--- config.mk ---
export PLATFORM = sky130hd
export DESIGN_NAME = aer_map_scheduler
export DESIGN_NICKNAME = d
export VERILOG_FILES = /design/src/rtl/aer_sched_pkg.sv /design/src/rtl/aer_sched_fifo.sv /design/src/rtl/aer_map_scheduler.sv
export SDC_FILE = /design/constraint.sdc
export NUM_CORES = 1
export LEC_CHECK = 0
export ABC_AREA = 1
export ABC_CLOCK_PERIOD_IN_PS = 6600
export CAP_MARGIN = 20
export CORE_UTILIZATION = 60
export DETAILED_ROUTE_END_ITERATION = 8
export PLACE_DENSITY = 0.85
export SYNTH_ARGS = -nofsm -noshare
export SYNTH_HDL_FRONTEND = slang
export SYNTH_HIERARCHICAL = 1
export SYNTH_SLANG_ARGS = --single-unit
--- constraint.sdc ---
create_clock -name clk -period 6.6 [get_ports clk]
set_clock_uncertainty 0.05 [all_clocks]
set_input_delay 0.99 -clock clk [delete_from_list [all_inputs] [get_ports clk]]
set_output_delay 0.99 -clock clk [all_outputs]
set_load 0.005 [all_outputs]
--- src/rtl/aer_sched_pkg.sv ---
// Shared types and constants for the AER map scheduler.
// Optional ACK watchdog is enabled by defining AER_SCHED_TIMEOUT_EN.
package aer_sched_pkg;

    typedef enum logic [1:0] {
        IDLE  = 2'd0,
        SEND  = 2'd1,
        DRAIN = 2'd2
    } sched_state_e;

    localparam logic [1:0] NEUR    = 2'b00;
    localparam logic [1:0] CTRL_A  = 2'b01;
    localparam logic [1:0] CTRL_B  = 2'b10;
    localparam logic [1:0] INVALID = 2'b11;

    localparam int unsigned EVT_CNT_W = 16;

endpackage

--- src/rtl/aer_sched_fifo.sv ---
// Synchronous FIFO with occupancy output; DEPTH must be a power of two.
module aer_sched_fifo #(
    parameter int unsigned DEPTH = 8,
    parameter int unsigned WIDTH = 22
) (
    input  logic                     clk,
    input  logic                     rst_n,
    input  logic                     push,
    input  logic [WIDTH-1:0]         wdata,
    input  logic                     pop,
    output logic [WIDTH-1:0]         rdata,
    output logic                     full,
    output logic                     empty,
    output logic [$clog2(DEPTH):0]   level
);

    localparam int unsigned AW = $clog2(DEPTH);

    logic [AW-1:0]    wr_ptr_q;
    logic [AW-1:0]    rd_ptr_q;
    logic [AW:0]      level_q;
    logic [WIDTH-1:0] mem_q [DEPTH];
    logic             do_push;
    logic             do_pop;

    assign full    = (level_q == (AW+1)'(DEPTH));
    assign empty   = (level_q == '0);
    assign level   = level_q;
    assign rdata   = mem_q[rd_ptr_q];
    assign do_push = push & ~full;
    assign do_pop  = pop & ~empty;

    always_ff @(posedge clk or negedge rst_n) begin
        if (!rst_n) begin
            wr_ptr_q <= '0;
            rd_ptr_q <= '0;
            level_q  <= '0;
        end else begin
            if (do_push) wr_ptr_q <= wr_ptr_q + 1'b1;
            if (do_pop)  rd_ptr_q <= rd_ptr_q + 1'b1;
            unique case ({do_push, do_pop})
                2'b10:   level_q <= level_q + 1'b1;
                2'b01:   level_q <= level_q - 1'b1;
                default: ;
            endcase
        end
    end

    // Storage needs no reset; pointers define what is valid.
    always_ff @(posedge clk) begin
        if (do_push) mem_q[wr_ptr_q] <= wdata;
    end

endmodule

--- src/rtl/aer_map_scheduler.sv ---
// Round-robin merge of N_SRC event producers into one REQ/ACK AER port via a shared FIFO.
// Define AER_SCHED_TIMEOUT_EN to build the ACK watchdog and sticky TIMEOUT_ERR.
module aer_map_scheduler
    import aer_sched_pkg::*;
#(
    parameter int unsigned N_SRC       = 4,
    parameter int unsigned AER_WIDTH   = 12,
    parameter int unsigned FIFO_DEPTH  = 8,
    parameter int unsigned DRAIN_CYC   = 1,
    parameter int unsigned TIMEOUT_CYC = 255
) (
    input  logic                             clk,
    input  logic                             rst_n,
    input  logic [N_SRC-1:0]                 SRC_VALID,
    input  logic [N_SRC*AER_WIDTH-1:0]       SRC_EVENT,
    input  logic [N_SRC*(AER_WIDTH-2)-1:0]   SRC_IDX,
    output logic [N_SRC-1:0]                 SRC_READY,
    output logic                             MAP_AERIN_REQ,
    output logic [AER_WIDTH-1:0]             MAP_AERIN_EVENT,
    output logic [AER_WIDTH-3:0]             MAP_AERIN_IDX,
    input  logic                             MAP_AERIN_ACK,
    output logic                             BUSY,
    output logic [$clog2(FIFO_DEPTH):0]      FIFO_LEVEL,
    output logic [EVT_CNT_W-1:0]             EVT_CNT,
    output logic                             TIMEOUT_ERR
);

    localparam int unsigned IDX_W = AER_WIDTH - 2;
    localparam int unsigned ENT_W = AER_WIDTH + IDX_W;
    localparam int unsigned PTR_W = $clog2(N_SRC);
    localparam int unsigned DRN_W = (DRAIN_CYC > 1) ? $clog2(DRAIN_CYC) : 1;

    logic [PTR_W-1:0]     rr_ptr_q;
    logic [PTR_W-1:0]     gnt_idx;
    logic [PTR_W-1:0]     cand;
    logic [N_SRC-1:0]     grant;
    logic                 found;
    logic                 push;
    logic                 pop;
    logic                 fifo_full;
    logic                 fifo_empty;
    logic [ENT_W-1:0]     fifo_wdata;
    logic [ENT_W-1:0]     fifo_rdata;

    sched_state_e         state_q, state_d;
    logic                 req_q, req_d;
    logic [AER_WIDTH-1:0] event_q, event_d;
    logic [IDX_W-1:0]     idx_q, idx_d;
    logic [EVT_CNT_W-1:0] cnt_q, cnt_d;
    logic                 first_q, first_d;
    logic [DRN_W-1:0]     drain_q, drain_d;

    // Search starts one past the last winner so every source gets a turn.
    always_comb begin
        grant   = '0;
        gnt_idx = rr_ptr_q;
        cand    = rr_ptr_q;
        found   = 1'b0;
        for (int k = 1; k <= int'(N_SRC); k++) begin
            cand = PTR_W'((int'(rr_ptr_q) + k) % int'(N_SRC));
            if (!found && SRC_VALID[cand]) begin
                grant[cand] = 1'b1;
                gnt_idx     = cand;
                found       = 1'b1;
            end
        end
    end

    assign SRC_READY  = rst_n ? (grant & {N_SRC{~fifo_full}}) : '0;
    assign push       = |SRC_READY;
    assign fifo_wdata = {SRC_EVENT[int'(gnt_idx)*AER_WIDTH +: AER_WIDTH],
                         SRC_IDX[int'(gnt_idx)*IDX_W +: IDX_W]};

    aer_sched_fifo #(
        .DEPTH (FIFO_DEPTH),
        .WIDTH (ENT_W)
    ) u_fifo (
        .clk   (clk),
        .rst_n (rst_n),
        .push  (push),
        .wdata (fifo_wdata),
        .pop   (pop),
        .rdata (fifo_rdata),
        .full  (fifo_full),
        .empty (fifo_empty),
        .level (FIFO_LEVEL)
    );

`ifdef AER_SCHED_TIMEOUT_EN
    localparam int unsigned TMO_W = ($clog2(TIMEOUT_CYC + 1) < 8) ? 8 :
                                    (($clog2(TIMEOUT_CYC + 1) > 16) ? 16 :
                                     $clog2(TIMEOUT_CYC + 1));
    logic [TMO_W-1:0] tmo_q, tmo_d;
    logic             err_q, err_d;
    assign TIMEOUT_ERR = err_q;
`else
    assign TIMEOUT_ERR = 1'b0;
`endif

    always_comb begin
        state_d = state_q;
        req_d   = req_q;
        event_d = event_q;
        idx_d   = idx_q;
        cnt_d   = cnt_q;
        first_d = 1'b0;
        drain_d = drain_q;
        pop     = 1'b0;
`ifdef AER_SCHED_TIMEOUT_EN
        tmo_d   = tmo_q;
        err_d   = err_q;
`endif
        unique case (state_q)
            IDLE: begin
                if (!fifo_empty) begin
                    pop              = 1'b1;
                    {event_d, idx_d} = fifo_rdata;
                    req_d            = 1'b1;
                    first_d          = 1'b1;
                    state_d          = SEND;
`ifdef AER_SCHED_TIMEOUT_EN
                    tmo_d            = '0;
`endif
                end
            end
            SEND: begin
`ifdef AER_SCHED_TIMEOUT_EN
                tmo_d = tmo_q + 1'b1;
`endif
                // ACK seen in the first SEND cycle may be stale from the previous event.
                if (MAP_AERIN_ACK && !first_q) begin
                    req_d   = 1'b0;
                    cnt_d   = cnt_q + 1'b1;
                    drain_d = '0;
                    state_d = DRAIN;
                end
`ifdef AER_SCHED_TIMEOUT_EN
                else if (tmo_q == TMO_W'(TIMEOUT_CYC - 1)) begin
                    req_d   = 1'b0;
                    err_d   = 1'b1;
                    drain_d = '0;
                    state_d = DRAIN;
                end
`endif
            end
            DRAIN: begin
                if (drain_q == DRN_W'(DRAIN_CYC - 1)) state_d = IDLE;
                else                                 drain_d = drain_q + 1'b1;
            end
            default: state_d = IDLE;
        endcase
    end

    always_ff @(posedge clk or negedge rst_n) begin
        if (!rst_n) begin
            rr_ptr_q <= PTR_W'(N_SRC - 1);
            state_q  <= IDLE;
            req_q    <= 1'b0;
            event_q  <= '0;
            idx_q    <= '0;
            cnt_q    <= '0;
            first_q  <= 1'b0;
            drain_q  <= '0;
`ifdef AER_SCHED_TIMEOUT_EN
            tmo_q    <= '0;
            err_q    <= 1'b0;
`endif
        end else begin
            if (push) rr_ptr_q <= gnt_idx;
            state_q  <= state_d;
            req_q    <= req_d;
            event_q  <= event_d;
            idx_q    <= idx_d;
            cnt_q    <= cnt_d;
            first_q  <= first_d;
            drain_q  <= drain_d;
`ifdef AER_SCHED_TIMEOUT_EN
            tmo_q    <= tmo_d;
            err_q    <= err_d;
`endif
        end
    end

    assign MAP_AERIN_REQ   = req_q;
    assign MAP_AERIN_EVENT = event_q;
    assign MAP_AERIN_IDX   = idx_q;
    assign EVT_CNT         = cnt_q;
    assign BUSY            = !fifo_empty || (state_q != IDLE);

endmodule

==> reports/results.ini <==
[yosys]
ys_seq_elements = 230
synth_area_um2 = 11300
synth_top_flop_cell = edfxtp_1
synth-edff-count = 176
yosysTopAreaCellShare = 0.466
synth.most_common_cell = nand2_1
synth.distinct_cells = 39
synthArstFlopShare = 0.235
avgSynthCellArea_um2 = 8.85
syn_inst = 1281
ys_seq_area_frac = 0.586
synth_nets = 1391
synth_commonest_cells = nand2_1, nor2_1, edfxtp_1
yosys_warnings = 6
ys_top_cells_by_area = edfxtp_1, nand2_1, dfrtp_1
yosysTopAreaCell = edfxtp_1

[timing]
fmax_mhz = 233
drv_slew = 0
finalSetupViolations = 0
tightest_slew_ns = 1.02
max-slew-margin-rel = 0.317
tns_ns = 0
rsz0062_at_grt = false
finalCriticalPeriod_ns = 4.29
finalHoldViolCount = 0
period_share = 0.650

[drt]
drtAntennaViolNets = 0
routedWlPerCell_um = 14.6
wl_um = 24200
vias = 8531
drt_pass1_iterations = 5
drcViolationCount = 0
drtIter0Drc = 600
viasPerCell = 5.15

[global_route]
overflow = 0
grt_max_degree = 116
use_met1 = 0.328
busiest_layer = met2
grt.met2_usage = 0.432
met3_usage = 0.0330
grtUsageTotal = 0.252
grt_antenna_before_repair = 0
grt_pass1_wl_um = 38700
grt_pass1_vias = 8238

[finish]
area_delta_synth_final_pct = 20.0
post-route-util = 0.747
nets = 1522
antennaDiodeCount = 0
fillers = 1212
final_area_um2 = 13600
drive_gt1_frac = 0.0532

[clocking]
htree_levels = 1
cts-root-buf = clkbuf_16
clock_latency_ns = 0.51
clk_pin_slew_ns = 0.06
cts_setup_buffers = 0
cts.path.max_buffers = 3
postCtsHoldBufs = 0
cts_buffers = 23
clock_sinks = 230
ctsResizeCount = 0
cts_tree = done

[worst_setup_path]
cp_top_family = simple AND/OR/NAND/NOR gates
cp-start-kind = flop
cpMaxStageDelayCell = dfstp_2
critPathBufInv = 4
worstSetupPathType = flop to primary output
cp.arrival_ns = 3.25
path_max_fanout = 11
slowest_delay_ns = 0.74
worstPathRequired_ns = 5.56
cp-end-kind = primary output
path_cells = inv_4 > ha_1 > inv_1 > nand3_2 > nand2_2 > nor2_1 > nand3_1 > nand3_1 > nand2_1 > inv_1 > clkdlybuf4s50_1

[min_path]
hold_class = flop to flop

[pwr]
finalPower_w = 0.00834
irDropWorstVdd_mv = 0.497
p_leak_nw = 6.28
p_per_area_nw_per_um2 = 613

[floorplanning]
die-height_um = 139
die-area_um2 = 19400
row_count = 49
ioPinCount = 144
initial_core_util = 0.622
core_um2 = 18200
dieWidth_um = 139

[run]
cap_violations = 0

[placed_design]
hpwl_um = 15000
port-buffer-count = 142
placed_cell_area_um2 = 12800
gp_congestion = 0.871

[run_status]
status = complete, no violations

==> cell families after synthesis <==
| family | count (synthesis) | share of synthesized area |
|---|---|---|
| other | 1 | 0.000331 |
| AO/OA/AOI/OAI | 60 | 0.0285 |
| AND/OR/NAND/NOR | 707 | 0.242 |
| XOR/XNOR | 21 | 0.0179 |
| buffers and inverters | 225 | 0.0890 |
| flip-flops | 230 | 0.586 |
| multiplexers | 22 | 0.0194 |
| adder cells (fa/ha/maj) | 15 | 0.0172 |
==> state kept, by name, summed over array words and instances, names as in the netlist <==
signal           count
MAP_AERIN_EVENT     12
u_fifo/wr_ptr_q      3
state_q              2
MAP_AERIN_REQ        1
MAP_AERIN_IDX       10
u_fifo/level         4
rr_ptr_q             2
u_fifo/rd_ptr_q      3
EVT_CNT             16
first_q              1
u_fifo/mem_q       176
==> cell type report <==
class | count | area (um2) | area share
flip-flops and latches | 230 | 6640 | 0.488
repair buffers | 158 | 1560 | 0.114
multi-input cells | 826 | 3730 | 0.274
clock inverters | 16 | 146 | 0.0108
inverters | 173 | 652 | 0.0479
well taps | 229 | 287 | 0.0211
clock buffers | 26 | 587 | 0.0431
==> worst paths after layout <==
path | start | end | slack, ns | cells after the start
min in group asynchronous | rst_n | MAP_AERIN_IDX[4] | 0.54 | 2
max in group asynchronous | rst_n | u_fifo/rd_ptr_q[0] | 5.42 | 2
worst max register to register | rr_ptr_q[0] | u_fifo/mem_q[0][8] | 2.33 | 11
worst min register to register | MAP_AERIN_EVENT[8] | MAP_AERIN_EVENT[8] | 0.42 | 2
worst max-delay path | rr_ptr_q[0] | SRC_READY[0] | 2.31 | 11
worst min-delay path | MAP_AERIN_EVENT[8] | MAP_AERIN_EVENT[8] | 0.42 | 2
==> where the power goes <==
part           switching (W)  leakage (nW)  internal [W]
combinational        0.00278          3.67       0.00125
clock               0.000534         0.347      0.000723
sequential          0.000205          2.26       0.00285
total                0.00352          6.28       0.00482
==> through the flow <==
stage,std cells,setup slack [ns],hold WS (ns)
6_report,1658,2.31,0.422
5_1_grt,1658,2.02,0.440
4_1_cts,1657,2.34,0.427
3_5_place_dp,1615,2.15,0.412
3_3_place_gp,1615,2.31,0.405
2_1_floorplan,1281,2.28,0.415
==> routing by layer <==
metal	up-vias	part of all wire	wire length, um
met5	-	0	0
met4	0	0.025	616
met3	66	0.084	2040
met2	414	0.48	11500
met1	3817	0.41	10000
li1	4234	-	-
==> worst min-delay path: stages, from the launching register on <==
cell     delay (ns)
dfrtp_1        0.34
nand2_1        0.06
nand2_1        0.04
==> cells in the final DEF (no fill, tap or decap), types with 3 or more instances in the layout <==
| master | netlist | layout |
|---|---|---|
| nand2_1 | 468 | 468 |
| nor2_1 | 191 | 191 |
| edfxtp_1 | 176 | 176 |
| inv_1 | 171 | 171 |
| clkdlybuf4s50_1 | 0 | 141 |
| dfrtp_1 | 52 | 51 |
| o21ai_0 | 41 | 41 |
| nand3_1 | 26 | 26 |
| clkbuf_16 | 0 | 23 |
| mux2i_1 | 22 | 22 |
| buf_4 | 6 | 15 |
| ha_1 | 14 | 14 |
| xnor2_1 | 11 | 11 |
| nor3_2 | 0 | 9 |
| xor2_1 | 9 | 9 |
| o21ai_1 | 8 | 8 |
| a21boi_0 | 4 | 4 |
| clkinv_1 | 0 | 4 |
| clkinvlp_4 | 0 | 4 |
| a21oi_1 | 3 | 3 |
| clkbuf_1 | 5 | 3 |
| clkinv_2 | 0 | 3 |
(Power assumes the default switching activity.)
